**src/rtl/serial_subtractor_pkg.sv**
```systemverilog
// Shared types and constants for the bit-serial subtractor.
package serial_subtractor_pkg;

  localparam int unsigned DEFAULT_WIDTH = 8;

  typedef enum logic [1:0] {
    ST_IDLE  = 2'd0,
    ST_SHIFT = 2'd1,
    ST_DONE  = 2'd2
  } state_t;

  // Bit-count width of the counter; never below 1 so the counter always exists.
  function automatic int unsigned cnt_width(input int unsigned width);
    int unsigned w;
    w = $clog2(width);
    return (w < 1) ? 1 : w;
  endfunction

endpackage

```
**src/rtl/serial_subtractor_full_subtractor.sv**
```systemverilog
// One-bit full-subtractor cell: d = a - b - bin, with borrow-out.
module full_subtractor
  import serial_subtractor_pkg::*;
(
  input  logic a,
  input  logic b,
  input  logic bin,
  output logic d,
  output logic bout
);

  // Difference bit and borrow generate/propagate.
  assign d    = a ^ b ^ bin;
  assign bout = (~a & b) | (~(a ^ b) & bin);

endmodule

```
**src/rtl/serial_subtractor.sv**
```systemverilog
// Bit-serial subtractor: a - b - bin, LSB first, one bit per enabled clock.
module serial_subtractor
  import serial_subtractor_pkg::*;
#(
  parameter int unsigned WIDTH = DEFAULT_WIDTH
) (
  input  logic             clk,
  input  logic             rst_n,
  input  logic             ena,
  input  logic             start,
  input  logic [WIDTH-1:0] a,
  input  logic [WIDTH-1:0] b,
  input  logic             bin,
  output logic             busy,
  output logic             done,
  output logic [WIDTH-1:0] diff,
  output logic             bout
);

  localparam int unsigned CW = cnt_width(WIDTH);

  state_t           state;
  logic [WIDTH-1:0] a_sr;
  logic [WIDTH-1:0] b_sr;
  logic             br;
  logic [CW-1:0]    cnt;
  logic             d_c;
  logic             br_c;

  // Single shared cell consumes the operand LSBs and the borrow flop.
  full_subtractor u_cell (
    .a    (a_sr[0]),
    .b    (b_sr[0]),
    .bin  (br),
    .d    (d_c),
    .bout (br_c)
  );

  // FSM, datapath shift registers and registered outputs; diff is the result shift register.
  always_ff @(posedge clk) begin
    if (!rst_n) begin
      state <= ST_IDLE;
      a_sr  <= '0;
      b_sr  <= '0;
      br    <= 1'b0;
      cnt   <= '0;
      busy  <= 1'b0;
      done  <= 1'b0;
      diff  <= '0;
      bout  <= 1'b0;
    end else if (ena) begin
      case (state)
        ST_IDLE: begin
          if (start) begin
            a_sr  <= a;
            b_sr  <= b;
            br    <= bin;
            cnt   <= '0;
            busy  <= 1'b1;
            state <= ST_SHIFT;
          end
        end
        ST_SHIFT: begin
          diff <= {d_c, diff[WIDTH-1:1]};
          a_sr <= {1'b0, a_sr[WIDTH-1:1]};
          b_sr <= {1'b0, b_sr[WIDTH-1:1]};
          br   <= br_c;
          cnt  <= cnt + CW'(1);
          if (cnt == CW'(WIDTH - 1)) begin
            bout  <= br_c;
            done  <= 1'b1;
            state <= ST_DONE;
          end
        end
        ST_DONE: begin
          done  <= 1'b0;
          busy  <= 1'b0;
          state <= ST_IDLE;
        end
        default: begin
          done  <= 1'b0;
          busy  <= 1'b0;
          state <= ST_IDLE;
        end
      endcase
    end
  end

endmodule

```
**config.mk**
```make
export PLATFORM = sky130hd
export DESIGN_NAME = serial_subtractor
export DESIGN_NICKNAME = d
export VERILOG_FILES = /design/src/rtl/serial_subtractor_pkg.sv /design/src/rtl/serial_subtractor_full_subtractor.sv /design/src/rtl/serial_subtractor.sv
export SDC_FILE = /design/constraint.sdc
export NUM_CORES = 1
export LEC_CHECK = 0
export CAP_MARGIN = 20
export CORE_MARGIN = 1
export CORE_UTILIZATION = 25
export DETAILED_ROUTE_END_ITERATION = 10
export GPL_TIMING_DRIVEN = 0
export PLACE_DENSITY = 0.47
export SYNTH_ARGS = -nofsm -noshare
export SYNTH_HDL_FRONTEND = slang
export SYNTH_SLANG_ARGS = --single-unit
```
**constraint.sdc**
```tcl
create_clock -name clk -period 2.9 [get_ports clk]
set_input_delay 0.58 -clock clk [delete_from_list [all_inputs] [get_ports clk]]
set_output_delay 0.58 -clock clk [all_outputs]
set_load 0.01 [all_outputs]
```
; Word-level counts from Yosys, hierarchy flattened
; Cells that the tools add are included.
[totals]
regBits = 33
inputBits = 21
out_inout_bits = 11
elab_cells = 46
[classes]
add_sub_neg = 1
eq_ne = 4
n_mux = 15
bitwise = 9
reduce_logical = 8
[ops]
columns = op, n
row1 = 8-bit one-hot mux with 2 select lines, 2
row2 = 8-bit 2-to-1 mux, 2
row3 = 3-bit AND reduction, 5
row4 = 1-bit one-hot mux with 2 select lines, 3
row5 = 3-bit one-hot mux with 2 select lines, 1
row6 = 2-bit 2-to-1 mux, 2
row7 = "2-bit inequality test, second input constant", 2
row8 = 1-bit inverter, 4
row9 = 2-bit one-hot mux with 2 select lines, 1
row10 = "3-bit by 1-bit adder with 3-bit output, second input constant", 1
row11 = "3-bit == test, second input constant", 1
row12 = 1-bit 2-to-1 mux, 3
row13 = 3-bit 2-to-1 mux, 1
row14 = 1-bit bitwise AND, 2
row15 = "2-bit by 1-bit == test with 1-bit output, second input constant", 1
row16 = 2-bit logical NOT, 1
row17 = 2-bit AND reduction, 1
row18 = 2-bit nonzero test, 1
row19 = 1-bit bitwise XOR, 2
row20 = 1-bit OR, 1

; Logic depth before layout (Yosys ltp)
; Gate-level depths: netlist of the first run.
[depth]
ltp_word = 5
ltp_mapped = 6
mapped_depth_nobuf = 5

; Cells and area by module
; Synthesis of the first run repeated with hierarchy kept, for this count alone.
[unflattened]
hier_cells = 165
hier_area_um2 = 1412.6
[modules_own_cells]
columns = mod, n_inst, cells_per_inst, area_each_um2, seq_area_each_um2
row1 = serial_subtractor, 1, 161, 1381.3, 660.6
row2 = full_subtractor, 1, 4, 31.3, 0.0

; Worst setup path before layout of the first run
; OpenSTA, ideal clock, no wires.
[synth_timing]
path_kind = input-to-reg
from = input ena
to = register bout
setup_time_ps = 115
t_arrival_ps = 1351
required_ps = 2785
slack_ps = 1433
path_stages = 5
path_buffers = 2
path_cell_list = buf_4 and2b_1 buf_6 a31o_1 and3_1
[synth_via]
elab_chain_cells = 1
[synth_lines]
columns = element, line_no
row1 = "start, declared", serial_subtractor.sv:9  ; input logic ena,
row2 = 3-bit AND reduction (no source line), --
row3 = "end signal, assigned", serial_subtractor.sv:70  ; bout <= br_c;
row4 = "end, declared", serial_subtractor.sv:17  ; output logic bout
; Every way passes these cells.
; A chain may end at the register's enable or synchronous reset.

; Worst setup path after layout of the first run
[layout_timing]
from = register diff[2]
to = output diff[2]
[layout_rtl]
columns = element, line_no
row1 = "start, declared", serial_subtractor.sv:16  ; output logic [WIDTH-1:0] diff,
row2 = "start signal, assigned", serial_subtractor.sv:64  ; diff <= {d_c, diff[WIDTH-1:1]};
; No word-level cell between the ends.

==> results of run 1 <==
[power groups by stage]
stage,logic (mW),clock network [mW],registers [mW]
finish,0.159,0.380,0.486
detailed placement,0.161,0,0.497
global route,0.172,0.418,0.489
CTS,0.161,0.394,0.486
floorplan,0.104,0,0.494
global placement,0.159,0,0.496
[metal layers]
metal	global-route usage [%]	part of all wire (%)	vias to the layer above
met5	0	0	-
met3	3.96	5.8	9
met4	5.26	1.7	0
met1	13.8	44	621
li1	-	-	648
met2	21.2	48	38
[sequential cells by signal (all words and copies together), names as in the netlist]
name,flops
a_sr,8
b_sr,8
bout,1
br,1
busy,1
cnt,3
diff,8
done,1
state,2
[synthesized netlist by cell type, drive strengths merged (2+ instances only)]
| cell | instances | share of area [%] |
|---|---|---|
| dfxtp | 33 | 41 |
| nand3 | 25 | 11 |
| a21boi | 14 | 6.5 |
| mux2i | 14 | 8.7 |
| o211a | 14 | 8.7 |
| buf | 11 | 6.0 |
| nand2 | 11 | 2.6 |
| o21ai | 8 | 2.5 |
| nor2 | 4 | 1.2 |
| clkbuf | 3 | 0.70 |
| inv | 3 | 0.70 |
| nand2b | 3 | 1.6 |
| a31oi | 2 | 0.77 |
| ha | 2 | 1.5 |
| nand4 | 2 | 0.77 |
| or2 | 2 | 0.77 |
[worst min path at each step]
stage	from	to	slack [ps]	cells past startpoint
floorplan	b_sr[7]$_SDFFE_PN0P_	b_sr[7]$_SDFFE_PN0P_	460	2
global placement	diff[0]$_SDFFE_PN0P_	diff[0]$_SDFFE_PN0P_	450	2
detailed placement	diff[0]$_SDFFE_PN0P_	diff[0]$_SDFFE_PN0P_	470	2
CTS	diff[0]$_SDFFE_PN0P_	diff[0]$_SDFFE_PN0P_	480	2
global route	diff[0]$_SDFFE_PN0P_	diff[0]$_SDFFE_PN0P_	500	2
finish	diff[0]$_SDFFE_PN0P_	diff[0]$_SDFFE_PN0P_	470	2
[final cells by class]
| type | instances | area (um^2) |
|---|---|---|
| tap | 75 | 93.8 |
| timing repair buffer | 30 | 300 |
| multi-input combinational | 110 | 838 |
| clock inverter | 1 | 5.00 |
| inverter | 3 | 11.3 |
| sequential | 33 | 661 |
| buffer | 14 | 108 |
| fill | 649 | 3980 |
| clock buffer | 7 | 96.3 |
[per-stage QoR]
step / instance area, um^2 / cells
2_1_floorplan: 1620 / 160
3_5_place_dp: 2010 / 265
3_3_place_gp: 2010 / 265
4_1_cts: 2110 / 273
5_1_grt: 2110 / 273
6_report: 2110 / 273
[cell usage in the layout, fill, tap and decap left out, drive strengths merged]
| master | instances |
|---|---|
| a21boi | 14 |
| and2b | 1 |
| nand2 | 11 |
| buf | 11 |
| fa | 1 |
| ha | 2 |
| o211a | 14 |
| inv | 3 |
| and4bb | 1 |
| nand3b | 1 |
| o21ai | 8 |
| nor2b | 1 |
| a21oi | 1 |
| a31o | 1 |
| o311a | 1 |
| nand4 | 2 |
| clkbuf | 10 |
| dfxtp | 33 |
| clkinv | 1 |
| clkdlybuf4s50 | 30 |
| nand3 | 25 |
| or2 | 2 |
| mux2i | 14 |
| a31oi | 2 |
| and3 | 1 |
| nand2b | 3 |
| nor2 | 4 |
[cell families after synthesis]
family / Yosys count
compound gates: 41
fa+ha+maj: 3
buf+inv: 17
flops: 33
mux: 14
simple gates: 52
[worst register-to-register path: cells and delay by family, from the launching register on]
kind                   cells  cell delay (ps)
AOI/OAI and AO/OA          1              220
buffers and inverters      2              340
DFF                        1              310
and+or+nand+nor            2              380
==> flow_summary.toml, run 1 <==
[clocking]
postCtsSetupRepairBufs = 0
clockBufferDepth = 2
clk_pin_slew_worst_paths_ps = 70
clk_latency_ps = 280
clkSinkCount = 33
numCtsBuffers = 5
cts_resized = 0
cts_tree = "yes"
cts_max_level = 2
holdBufCountCts = 0
root_buffer = "clkbuf_8"

[placement]
gp_congestion = 0.736
place_ws_ps = 859
port_buffers = 30
dpl.hpwl_mm = 2.78

[status]
status = "finished clean"

[critical_path]
cp-end-kind = "output port"
r2r_cells = 5
path_max_fanout = 3
cp-start-kind = "flop"
cp.depth = 1
r2r_end = "a_sr[0]$_SDFFE_PN0P_"
rrSetupSlack_ps = 1550
critical_path_class = "reg -> out"
path_buf_inv = 1
critPathTopFamily = "buffers and inverters"
crit_required_ps = 2320
crit_slowest_cell = "clkdlybuf4s50_1"
r2r-start = "state[0]$_SDFFE_PN0P_"
startpoint = "diff[2]$_SDFFE_PN0P_"
crit_arrival_ps = 1190
crit_end = "diff[2]"
cp_cell_sequence = "clkdlybuf4s50_1"
crit_path_max_incr_delay_ps = 550

[route]
wl_per_cell_um = 13.8
antenna_left = 0
drt_wl_total_mm = 3.78
firstDrtPassIters = 4
drtIter0Drc = 62
vias_per_cell = 4.82
via_count = 1316
drc = 0

[power_and_ir_drop]
comb_power_share_pct = 15.5
p_leak_nw = 0.879
p_int_mw = 0.771
ir_drop_uv = 215
p_seq_share_pct = 47.4
power.share.clock_pct = 37.1
switchingPower_mw = 0.255
p_per_area_nw_per_um2 = 486
fin_total_pwr_mw = 1.03
switching_share_pct = 24.9

[timing]
setup_tns_ps = 0
setup_slack_ps = 1130
rsz0062_at_grt = "false"
period_needed_ps = 1770
fin_crit_sh_pct = 61.0
finalSetupViolCount = 0
maxSlewHeadroom_pct = 67.7
finalClockSkew_ps = 1.32
tightestPinTransition_ps = 484
slew_violations = 0
hold_ws_ps = 471
hold_viol_final = 0
clock.fmax_mhz = 565

[synth]
synth_seq_cells = 33
synth_compound_area_share_pct = 19.9
synth_top_family_by_area = "simple AND/OR/NAND/NOR gates"
yosys_most_used_dff = "dfxtp_1"
synth-edff-count = 0
yosysWarnings = 0
syn_avg_cell_area_um2 = 10.1
synthCells = 160
syn-cell-area_um2 = 1620
synthMuxAreaShare_pct = 8.66
synth-simple-area-share_pct = 20.5
synth-xor-area-share_pct = 0
synth_nets = 184
synthAdderAreaFrac_pct = 2.78
seq_area_frac_synth_pct = 40.8
yosysUniqueCellTypes = 31
async_flop_share_pct = 0

[worst_hold_path]
hp-class = "reg -> reg"

[die]
rows = 28
core_um2 = 6100
initial_core_util_pct = 26.5
die_width_um = 82.4
dieArea_um2 = 6800
chipHeight_um = 82.4
pin_count = 32

[finish]
areaGrowthSynthToFinish_pct = 30.6
layout.nets = 221
antenna_cells = 0
drive_gt1_share_pct = 17.2
utilization_pct = 34.7

[global_route]
overflow = 0
grt_pass1_wl_mm = 6.07
grt_max_degree = 11
antenna_found_initial = 0
grtUsageTotal_pct = 12.3
grt_pass1_vias = 1301

[job]
drv_cap = 0
(Power assumes the default switching activity.)
==> run 2, diff against run 1 <==
--- a/config.mk
+++ b/config.mk
@@ -10,7 +10,7 @@
 export CORE_UTILIZATION = 25
 export DETAILED_ROUTE_END_ITERATION = 10
 export GPL_TIMING_DRIVEN = 0
-export PLACE_DENSITY = 0.47
+export PLACE_DENSITY = 0.48
 export SYNTH_ARGS = -nofsm -noshare
 export SYNTH_HDL_FRONTEND = slang
 export SYNTH_SLANG_ARGS = --single-unit
==> constraint.sdc (replaced) <==
create_clock -name clk -period 1.6 [get_ports clk]
set_input_delay 0.32 -clock clk [delete_from_list [all_inputs] [get_ports clk]]
set_output_delay 0.32 -clock clk [all_outputs]
set_load 0.01 [all_outputs]
==> run 2 against run 1 <==
  * Critical path depth unchanged
  * Routed wire length is 0.32% higher
  * Sequential cell count is the same
  * Non-clock buffer count unchanged
  * Count of clock-buffer cells in the layout unchanged
  * First-iteration DRC count fell by 9.7%
  * Worst setup slack worse by 1000 ps
  * Worst hold slack lost 100 ps
  * Utilization grew 0.082 points
  * Critical endpoint is now diff[3]
  * Highest routed layer unchanged
==> flow_summary.toml, run 2 (same netlist as run 1, synthesis figures left out) <==
[die]
die_width_um = 82.4
core_um2 = 6100
chipHeight_um = 82.4
pin_count = 32
initial_core_util_pct = 26.5
dieArea_um2 = 6800
rows = 28

[route]
met2_length_mm = 1.64
drc = 0
vias_per_cell = 4.70
antenna_left = 0
wl_met3_um = 182
drtIter0Drc = 56
met1_length_mm = 1.90
via_count = 1283
wl_per_cell_um = 13.9
drt_wl_total_mm = 3.79
top_layer_used = "met4"
firstDrtPassIters = 4

[critical_path]
cp_cell_sequence = "clkdlybuf4s50_1"
critPathTopFamily = "buffers and inverters"
path_max_fanout = 3
cp-end-kind = "output port"
crit_path_max_incr_delay_ps = 540
r2r_cells = 5
path_buf_inv = 1
r2r_end = "a_sr[2]$_SDFFE_PN0P_"
rrSetupSlack_ps = 280
crit_required_ps = 1280
crit_arrival_ps = 1190
cp-start-kind = "flop"
critical_path_class = "reg -> out"
r2r-start = "state[0]$_SDFFE_PN0P_"
crit_slowest_cell = "clkdlybuf4s50_1"

[placement]
place_ws_ps = -195
dpl.hpwl_mm = 2.61
port_buffers = 30
gp_congestion = 0.703

[finish]
layout.nets = 221
drive_gt1_share_pct = 17.2
mostFrequentLayoutCells = "33 x dfxtp_1, 30 x clkdlybuf4s50_1, 15 x nand3_1"
utilization_pct = 34.7
areaGrowthSynthToFinish_pct = 30.9
antenna_cells = 0
top_regs = "a_sr x8, b_sr x8, diff x8"
mostFrequentLayoutCell = "dfxtp_1"

[timing]
clock.fmax_mhz = 660
rsz0062_at_grt = "false"
fin_crit_sh_pct = 94.6
finalClockSkew_ps = 4.83
hold_viol_final = 0
hold_ws_ps = 372
finalSetupViolCount = 0
tightestPinTransition_ps = 470
period_needed_ps = 1510
maxSlewHeadroom_pct = 68.6
setup_slack_ps = 85.7
setup_tns_ps = 0
slew_violations = 0

[job]
drv_cap = 0

[power_and_ir_drop]
fin_total_pwr_mw = 1.88
p_per_area_nw_per_um2 = 887
p_leak_nw = 0.880
ir_drop_uv = 384

[global_route]
grt_pass1_vias = 1278
grt_pass1_wl_mm = 6.24
antenna_found_initial = 0
overflow = 0
grtUsageTotal_pct = 12.8
grt_max_degree = 11

[clocking]
clk_latency_ps = 280
cts_max_level = 2
root_buffer = "clkbuf_8"
clk_pin_slew_worst_paths_ps = 70
clockBufferDepth = 2
numCtsBuffers = 5
clkSinkCount = 33
cts_tree = "yes"
holdBufCountCts = 0

[status]
status = "finished clean"

[worst_hold_path]
hp-class = "in -> reg"
hold_start = "ena"
min_path_cells = 3
hold_end = "done$_SDFFE_PN0P_"
[run 2: how the worst max path moves through the flow]
stage	cells after the start	endpoint	from	slack, ps
final	1	diff[3]	diff[3]$_SDFFE_PN0P_	90
after global routing	1	diff[1]	diff[1]$_SDFFE_PN0P_	10
after CTS	1	diff[7]	diff[7]$_SDFFE_PN0P_	60
after floorplan	5	bout$_SDFFE_PN0P_	ena	390
after global placement	5	b_sr[6]$_SDFFE_PN0P_	start	-200
after detailed placement	5	b_sr[3]$_SDFFE_PN0P_	start	-190
[run 2: repair_timing]
action / CTS / global route
gates resized for setup: 0 / 1
setup endpoints to repair: 0 / 10
buffers inserted: 0 / 0
[run 2: worst register-to-register path, cell delays in order, from the launching register on]
cell and delay, ps:
dfxtp_1 330, buf_6 130, buf_2 300, mux2i_1 260
nand3_2 80, o211a_1 130
[run 2: per-stage QoR]
step                      cell area (um^2)  instances
after floorplan                       1620        160
after global placement                2010        265
after detailed placement              2010        265
after CTS                             2110        273
after global routing                  2120        273
final                                 2120        273
[run 2: power by group]
part / internal, mW / switching [mW] / leakage, nW
registers: 0.860 / 0.0191 / 0.270
clock network: 0.389 / 0.319 / 0.0542
logic: 0.149 / 0.143 / 0.556
[run 2: final cells by class]
cell class | count | area (um^2)
clock inverters | 1 | 5.00
plain buffers | 14 | 108
clock buffers | 7 | 96.3
flip-flops and latches | 33 | 661
well taps | 75 | 93.8
repair buffers | 30 | 300
multi-input cells | 110 | 843
inverters | 3 | 11.3
fillers | 639 | 3980
[run 2: layer usage]
layer  global-route usage, %  up-vias
met3                    3.52        7
met4                    5.79        0
met2                    19.4       31
li1                        -      652
met5                       0        -
met1                    16.7      593
